`config.mk`:
```
export PLATFORM = sky130hd
export DESIGN_NAME = kernel_neighbor_fetch
export DESIGN_NICKNAME = d
export VERILOG_FILES = /design/src/rtl/kernel_neighbor_fetch.sv
export SDC_FILE = /design/constraint.sdc
export NUM_CORES = 1
export LEC_CHECK = 0
export ABC_AREA = 1
export CORE_ASPECT_RATIO = 0.9
export CORE_MARGIN = 5
export CORE_UTILIZATION = 45
export CTS_BUF_LIST = sky130_fd_sc_hd__clkbuf_4
export CTS_CLUSTER_DIAMETER = 120
export DETAILED_ROUTE_END_ITERATION = 8
export PLACE_DENSITY = 0.77
export SLEW_MARGIN = 30
export SYNTH_ARGS = -nofsm -noshare
export SYNTH_HDL_FRONTEND = slang
export SYNTH_SLANG_ARGS = --single-unit
export TNS_END_PERCENT = 10
```
`constraint.sdc`:
```
create_clock -name clk -period 2.9 [get_ports clk]
set_clock_uncertainty 0.15 [all_clocks]
set_input_delay 0.58 -clock clk [delete_from_list [all_inputs] [get_ports clk]]
set_output_delay 0.58 -clock clk [all_outputs]
set_load 0.005 [all_outputs]
```
`src/rtl/kernel_neighbor_fetch.sv`:
```
// kernel_neighbor_fetch: fetches a center sample and its two lower diagonal
// neighbours (bottom-left, bottom-right) from a frame memory. Neighbours that
// fall outside the frame are never read; they are returned as zero and flagged
// in out_mask. Latency from accept to out_valid is fixed regardless of mask.
module kernel_neighbor_fetch #(
  parameter int ADDR_W      = 8,
  parameter int DATA_W      = 16,
  parameter int FRAME_WIDTH = 64,
  parameter int FRAME_DEPTH = 64
) (
  input  logic                  clk,
  input  logic                  rst_n,
  input  logic                  in_valid,
  output logic                  in_ready,
  input  logic [ADDR_W-1:0]     in_width,
  input  logic [ADDR_W-1:0]     in_depth,
  output logic                  mem_rd_en,
  output logic [2*ADDR_W-1:0]   mem_rd_addr,
  input  logic [DATA_W-1:0]     mem_rd_data,
  output logic                  out_valid,
  input  logic                  out_ready,
  output logic [DATA_W-1:0]     out_c,
  output logic [DATA_W-1:0]     out_bl,
  output logic [DATA_W-1:0]     out_br,
  output logic [2:0]            out_mask
);

  localparam int AW2 = 2 * ADDR_W;

  // Frame limits carried one bit wider than a coordinate so that w+1 / d+1
  // can be compared without wrapping back into the frame.
  localparam logic [ADDR_W:0] FW  = (ADDR_W+1)'(FRAME_WIDTH);
  localparam logic [ADDR_W:0] FD  = (ADDR_W+1)'(FRAME_DEPTH);
  localparam logic [ADDR_W:0] ONE = (ADDR_W+1)'(1);

  typedef enum logic [2:0] {
    IDLE, ISSUE_C, ISSUE_BL, ISSUE_BR, CAPT_BR, OUT
  } state_t;

  state_t              r_state;
  state_t              w_nextState;
  logic                r_alive;
  logic [ADDR_W-1:0]   r_col;
  logic [ADDR_W-1:0]   r_row;
  logic [DATA_W-1:0]   r_outC;
  logic [DATA_W-1:0]   r_outBl;
  logic [DATA_W-1:0]   r_outBr;
  logic [2:0]          r_outMask;

  logic [ADDR_W:0]     w_colExt;
  logic [ADDR_W:0]     w_rowExt;
  logic [ADDR_W:0]     w_colP1;
  logic [ADDR_W:0]     w_rowP1;
  logic                w_inC;
  logic                w_inBl;
  logic                w_inBr;
  logic [AW2-1:0]      w_rowBase;
  logic [AW2-1:0]      w_rowBaseNext;
  logic [AW2-1:0]      w_addrC;
  logic [AW2-1:0]      w_addrBl;
  logic [AW2-1:0]      w_addrBr;
  logic                w_accept;

  // Bounds tests on the registered center; every neighbour needs the center
  // itself in-frame, and BL additionally needs a column to its left.
  assign w_colExt = {1'b0, r_col};
  assign w_rowExt = {1'b0, r_row};
  assign w_colP1  = w_colExt + ONE;
  assign w_rowP1  = w_rowExt + ONE;
  assign w_inC    = (w_colExt < FW) && (w_rowExt < FD);
  assign w_inBl   = w_inC && (r_col != '0) && (w_rowP1 < FD);
  assign w_inBr   = w_inC && (w_colP1 < FW) && (w_rowP1 < FD);

  // Linear addresses; only meaningful when the matching in-frame flag is set.
  assign w_rowBase     = AW2'(r_row) * AW2'(FRAME_WIDTH);
  assign w_rowBaseNext = w_rowBase + AW2'(FRAME_WIDTH);
  assign w_addrC       = w_rowBase + AW2'(r_col);
  assign w_addrBl      = w_rowBaseNext + AW2'(r_col) - AW2'(1);
  assign w_addrBr      = w_rowBaseNext + AW2'(r_col) + AW2'(1);

  assign w_accept = in_valid && in_ready;

  // State register.
  always_ff @(posedge clk or negedge rst_n) begin
    if (!rst_n) r_state <= IDLE;
    else        r_state <= w_nextState;
  end

  // Holds in_ready low until the first edge after reset release.
  always_ff @(posedge clk or negedge rst_n) begin
    if (!rst_n) r_alive <= 1'b0;
    else        r_alive <= 1'b1;
  end

  // Latches the center coordinate on acceptance.
  always_ff @(posedge clk or negedge rst_n) begin
    if (!rst_n) begin
      r_col <= '0;
      r_row <= '0;
    end else if (w_accept) begin
      r_col <= in_width;
      r_row <= in_depth;
    end
  end

  // Next-state: fixed read/capture sequence, then wait for the consumer.
  always_comb begin
    w_nextState = r_state;
    case (r_state)
      IDLE:     if (w_accept) w_nextState = ISSUE_C;
      ISSUE_C:  w_nextState = ISSUE_BL;
      ISSUE_BL: w_nextState = ISSUE_BR;
      ISSUE_BR: w_nextState = CAPT_BR;
      CAPT_BR:  w_nextState = OUT;
      OUT:      if (out_ready) w_nextState = IDLE;
      default:  w_nextState = IDLE;
    endcase
  end

  // Handshake and memory strobes decoded from the current state.
  always_comb begin
    in_ready    = r_alive && (r_state == IDLE);
    out_valid   = (r_state == OUT);
    mem_rd_en   = 1'b0;
    mem_rd_addr = '0;
    case (r_state)
      ISSUE_C: if (w_inC) begin
        mem_rd_en   = 1'b1;
        mem_rd_addr = w_addrC;
      end
      ISSUE_BL: if (w_inBl) begin
        mem_rd_en   = 1'b1;
        mem_rd_addr = w_addrBl;
      end
      ISSUE_BR: if (w_inBr) begin
        mem_rd_en   = 1'b1;
        mem_rd_addr = w_addrBr;
      end
      default: ;
    endcase
  end

  // Captures each read one cycle after it was issued; skipped reads yield 0.
  always_ff @(posedge clk or negedge rst_n) begin
    if (!rst_n) begin
      r_outC    <= '0;
      r_outBl   <= '0;
      r_outBr   <= '0;
      r_outMask <= '0;
    end else begin
      case (r_state)
        ISSUE_BL: r_outC  <= w_inC  ? mem_rd_data : '0;
        ISSUE_BR: r_outBl <= w_inBl ? mem_rd_data : '0;
        CAPT_BR: begin
          r_outBr   <= w_inBr ? mem_rd_data : '0;
          r_outMask <= {w_inC, w_inBl, w_inBr};
        end
        default: ;
      endcase
    end
  end

  assign out_c    = r_outC;
  assign out_bl   = r_outBl;
  assign out_br   = r_outBr;
  assign out_mask = r_outMask;

endmodule

```
## Word-level counts from Yosys, hierarchy flattened

Cells that the tools add are included.
Widths: inputs -> output; s select.

| word-level totals | value |
|---|---|
| flip-flop bits (word level) | 71 |
| input port bits | 36 |
| output and inout bits | 70 |

| cells by class | value |
|---|---|
| add/sub/neg operators | 7 |
| $lt $le $gt $ge | 4 |
| eq/ne operators | 7 |
| multiplexer cells | 14 |
| reductions and logical operators | 10 |

Operators by type and width:

| kind | count |
|---|---|
| $mux 16 | 5 |
| $pmux 16 s3 | 1 |
| $add 8x1->9 const B | 2 |
| $lt 9x7->1 const B | 2 |
| $pmux 3 s6 | 1 |
| $add 15x8->16 | 1 |
| $add 16x1->16 const B | 1 |
| $lt 8x7->1 const B | 2 |
| $sub 16x1->16 const B | 1 |
| $add 14x7->15 const B | 1 |
| $add 14x8->15 | 1 |
| $mux 15 | 1 |
| $reduce_bool 8->1 | 1 |
| $logic_and 1x1->1 | 7 |
| $eq 3x2->1 const B | 2 |
| $eq 3x3->1 const B | 2 |
| $mux 3 | 2 |
| $eq 3x1->1 const B | 1 |
| $logic_not 3->1 | 1 |
| $mux 1 | 3 |
| $pmux 1 s3 | 1 |
| $ne 2x1->1 const B | 1 |
| $ne 2x2->1 const B | 1 |
| $reduce_and 2->1 | 1 |

## Depth between registers and ports, before layout

| logic depth | value |
|---|---|
| word-level depth | 6 |
| depth in mapped cells | 15 |

## Worst setup path after synthesis

Ideal clock, no wire load.

| path | value |
|---|---|
| path type | reg2out |
| from | reg r_col[7] |
| to | out mem_rd_addr[13] |
| data arrival time | 2,310 ps |
| slack | -140 ps |
| cell stages (with the launch flop) | 12 |
| buffers on the path | 0 |
| cells stage by stage | dfrtp_1 ha_1 ha_1 inv_1 fa_1 inv_1 nor2_1 nand2_1 nor2_1 nand3_1 or2_1 a21oi_1 |

| between the ends | value |
|---|---|
| word-level cells in the longest chain between the ends | 6 |

RTL lines:

| element | line | text |
|---|---|---|
| start: declaration | 43 | `logic [ADDR_W-1:0] r_col;` |
| start signal: assignment | 101 | `r_col <= in_width;` |
| parallel branches: the longest is 5 deep, another holds $add 15x8->16 | n/a |  |
| $pmux 16 s3 * | 126 | `case (r_state)` |
| end: declaration | 18 | `output logic [2*ADDR_W-1:0] mem_rd_addr,` |

Mark *: on every way between the ends.

## Final worst setup path

Ends and elaborated chain as after synthesis.

==> impl_results.md <==
* All-Layer GR Usage at 22.7%
* Cell Pwr Density at about 910 nW/um2
* Data required time of the critical path at about 2.2 ns
* Share of cells above drive strength 1 at 19.4%
* Number of flops mapped to enable cells by yosys at 0
* Area Overhead vs Synth at 42.6%
* Vias per cell at a little over 5
* Syn avg cell area at between 7 and 8 um2
* Nets at 717
* Slack of the critical path at -0.681 ns
* Grt total ovfl at 0
* Clock Pin Slew Worst Setup and Hold Paths at 0.14 ns
* Pin count of the biggest net entering global routing at 48
* Outcome: complete, but fails checks
* Site Rows at 32
* First-pass GRT wire length at between 15,000 and 20,000 um
* Detail Route Antenna Nets at 0
* Netlist cell types at 35
* Final Hold Fails at 0
* CTS tree: yes
* Crit Path Max Fanout at 2
* Area taken by multi-input logic gates at about 1900 um2
* Failing checks: setup timing
* Fill cells at 757
* Mapped cell area at approximately 4000 um2
* Worst Setup Start Kind: flip-flop
* Syn_nets at 568
* Hold WS at between 0.3 and 0.4 ns
* Htree depth at 3
* Vias at about 4k
* Post-synth top area share at around 45%
* Core area at around 8600 um2
* Count leader, synth: nand2_1
* Setup TNS at -5.26 ns
* Hold Path Class: flip-flop to flip-flop
* Ys Warns at 0
* RSZ-0062 raised after global routing: yes
* Final min period at ~3.6 ns
* I/O pin cnt at 106
* FF-to-FF Start: r_col[0]
* Initial DRC count at between 200 and 250
* Critical R2R Capture: out_br[4]
* Final worst-path cycle share at 123%
* Area leader, netlist: dfrtp_1
* Synth Flop Type: dfrtp_1
* Worst setup path class: flip-flop to output pin
* VDD IR max at roughly 410 uV
* Clock sink count at between 70 and 80
* Die area at approximately 11,000 um2
* Number of max-cap violations at 0
* Die Width at about 110 um
* Top cells by area, synth: dfrtp_1 45%, nand2_1 13%, inv_1 7.5%, nand3_1 6.7%, nor2_1 4.2%
* Gate Count Post-Synth at roughly 520
* DP HPWL at 8790 um
* Final setup viols at 11
* CTS root buf: clkbuf_4
* R2R Setup Slk at roughly 0.76 ns
* ANT cells at 0
* Placer Congestion at a little under 0.9
* Min-Delay Path Depth at 2
* Worst slew pin tran at between 0.8 and 0.9 ns
* Crit path DAT at roughly 2.9 ns
* Hold Path Origin: out_bl[15]
* Pre-Repair DR Iteration Count at 5
* Avg WL per Cell at 14.7 um
* Max Transition Viols Final at 0
* TritonCTS Buffers at 9
* CTS Buffer Depth at 2
* DRC Markers at 0
* Initial Util at 46.0%
* CP Capture Type: output pin
* Clock latency on the worst-skew pair at about 0.43 ns
* #FFs+latches synth at 71
* Initial antenna violation count at 0
* R2R cell count at 9
* Most instantiated cells after synthesis: 141 x nand2_1, 79 x inv_1, 71 x dfrtp_1, 53 x nand3_1, 44 x nor2_1
* Relative slew margins at 44.6%
* Final WL at ~12,000 um
* Seq/Total Area, Yosys at a little under half
* Async set or reset register ratio after synthesis at 100%
* Max frequency at 279 MHz
* Die Height at a little under 100 um
* Sequential Area at ~1800 um2
* Leak at ~2.8 nW
* Port Buffers at approximately 110
* Hold Path Sink: out_bl[15]
* Vias in the first global route at approximately 4k
worst max-delay path by stage:
| stage | from | to | depth (start not counted) |
|---|---|---|---|
| 2_1_floorplan | r_col[7] | mem_rd_addr[13] | 11 |
| 3_3_place_gp | r_col[7] | mem_rd_addr[13] | 12 |
| 3_5_place_dp | r_col[7] | mem_rd_addr[14] | 12 |
| 4_1_cts | r_col[7] | mem_rd_addr[13] | 13 |
| 5_1_grt | r_col[7] | mem_rd_addr[13] | 13 |
| 6_report | r_col[7] | mem_rd_addr[13] | 13 |
logic make-up after synthesis:
group                    after synthesis  share of synthesized area [%]
XOR/XNOR                              10                           2.22
adder cells (fa/ha/maj)               10                           3.55
AO/OA/AOI/OAI                         70                           10.1
flip-flops                            71                           45.1
other                                  1                         0.0951
AND/OR/NAND/NOR                      263                           29.2
buffers and inverters                 97                           9.77
critical path, cell delays in order, from the launching register on:
cell,delay [ns]
dfrtp_1,0.44
ha_4,0.29
ha_4,0.13
inv_2,0.04
fa_2,0.53
inv_2,0.05
nor2_1,0.08
nand2_1,0.07
nor2_2,0.12
nand3_2,0.08
or2_1,0.24
buf_4,0.14
a21oi_2,0.09
buf_2,0.12
through the flow:
stage / cell area [um2] / std cells / setup WS (ns) / utilization, % / power [W]
floorplan: 3950 / 522 / -0.0549 / - / 0.00293
global placement: 5390 / 773 / -0.487 / 62.9 / 0.00409
detailed placement: 5390 / 773 / -0.539 / 62.9 / 0.00419
CTS: 5610 / 794 / -0.700 / 65.5 / 0.00506
global route: 5620 / 795 / -0.813 / 65.6 / 0.00553
finish: 5620 / 795 / -0.681 / 65.6 / 0.00512
placed cells by master (no fill, tap or decap), types with 2 or more instances in the layout:
cell,n
a21oi_1,19
a21oi_2,2
buf_2,13
buf_4,43
buf_6,2
clkbuf_2,2
clkbuf_4,9
clkdlybuf4s50_1,90
dfrtp_1,70
ha_1,4
ha_2,2
ha_4,2
inv_1,72
inv_2,10
inv_6,2
nand2_1,134
nand2_2,9
nand3_1,49
nand3_2,6
nand3b_1,2
nand4_1,2
nor2_1,37
nor2_2,13
nor2_4,2
nor3_2,2
o211ai_1,8
o21ai_0,14
o21ai_1,9
o22ai_1,16
xor2_1,10
power breakdown:
group / leakage, nW / switching [W] / total [W] / internal (W)
sequential: 0.925 / 0.000243 / 0.00147 / 0.00123
clock: 0.0788 / 0.000407 / 0.000681 / 0.000275
combinational: 1.80 / 0.00161 / 0.00297 / 0.00136
total: 2.80 / 0.00226 / 0.00512 / 0.00286
state kept, by name (all words and copies together), names as in the netlist:
name and cells:
r_alive 1, out_bl 16, out_c 16, out_br 16
out_mask 3, r_row 8, r_state 3, r_col 8
metal layers:
metal  share of wire [%]  wire length (um)  up-vias  global-route usage (%)
li1                    -                 -     1963                       -
met1                  43              5050     1863                    29.8
met2                  47              5500      148                    36.1
met3                 8.2               959       22                    7.99
met4                 1.8               210        0                    5.44
met5                   0                 0        -                       0
timing repair:
item | in CTS | in global routing
pin swaps | 17 | 20
endpoints found under the setup margin | 17 | 17
setup buffers | 4 | 1
hold buffers | 1 | 0
endpoints found under the hold margin | 17 | 0
resized for setup | 73 | 16
layout make-up:
type	count	share of cell area [%]
Inverter	83	5.54
Tap cell	119	2.65
Multi-Input combinational cell	354	33.5
Sequential cell	71	31.6
Timing Repair Buffer	152	24.0
Clock buffer	9	1.20
Clock inverter	7	1.42
(Power assumes the default switching activity.)
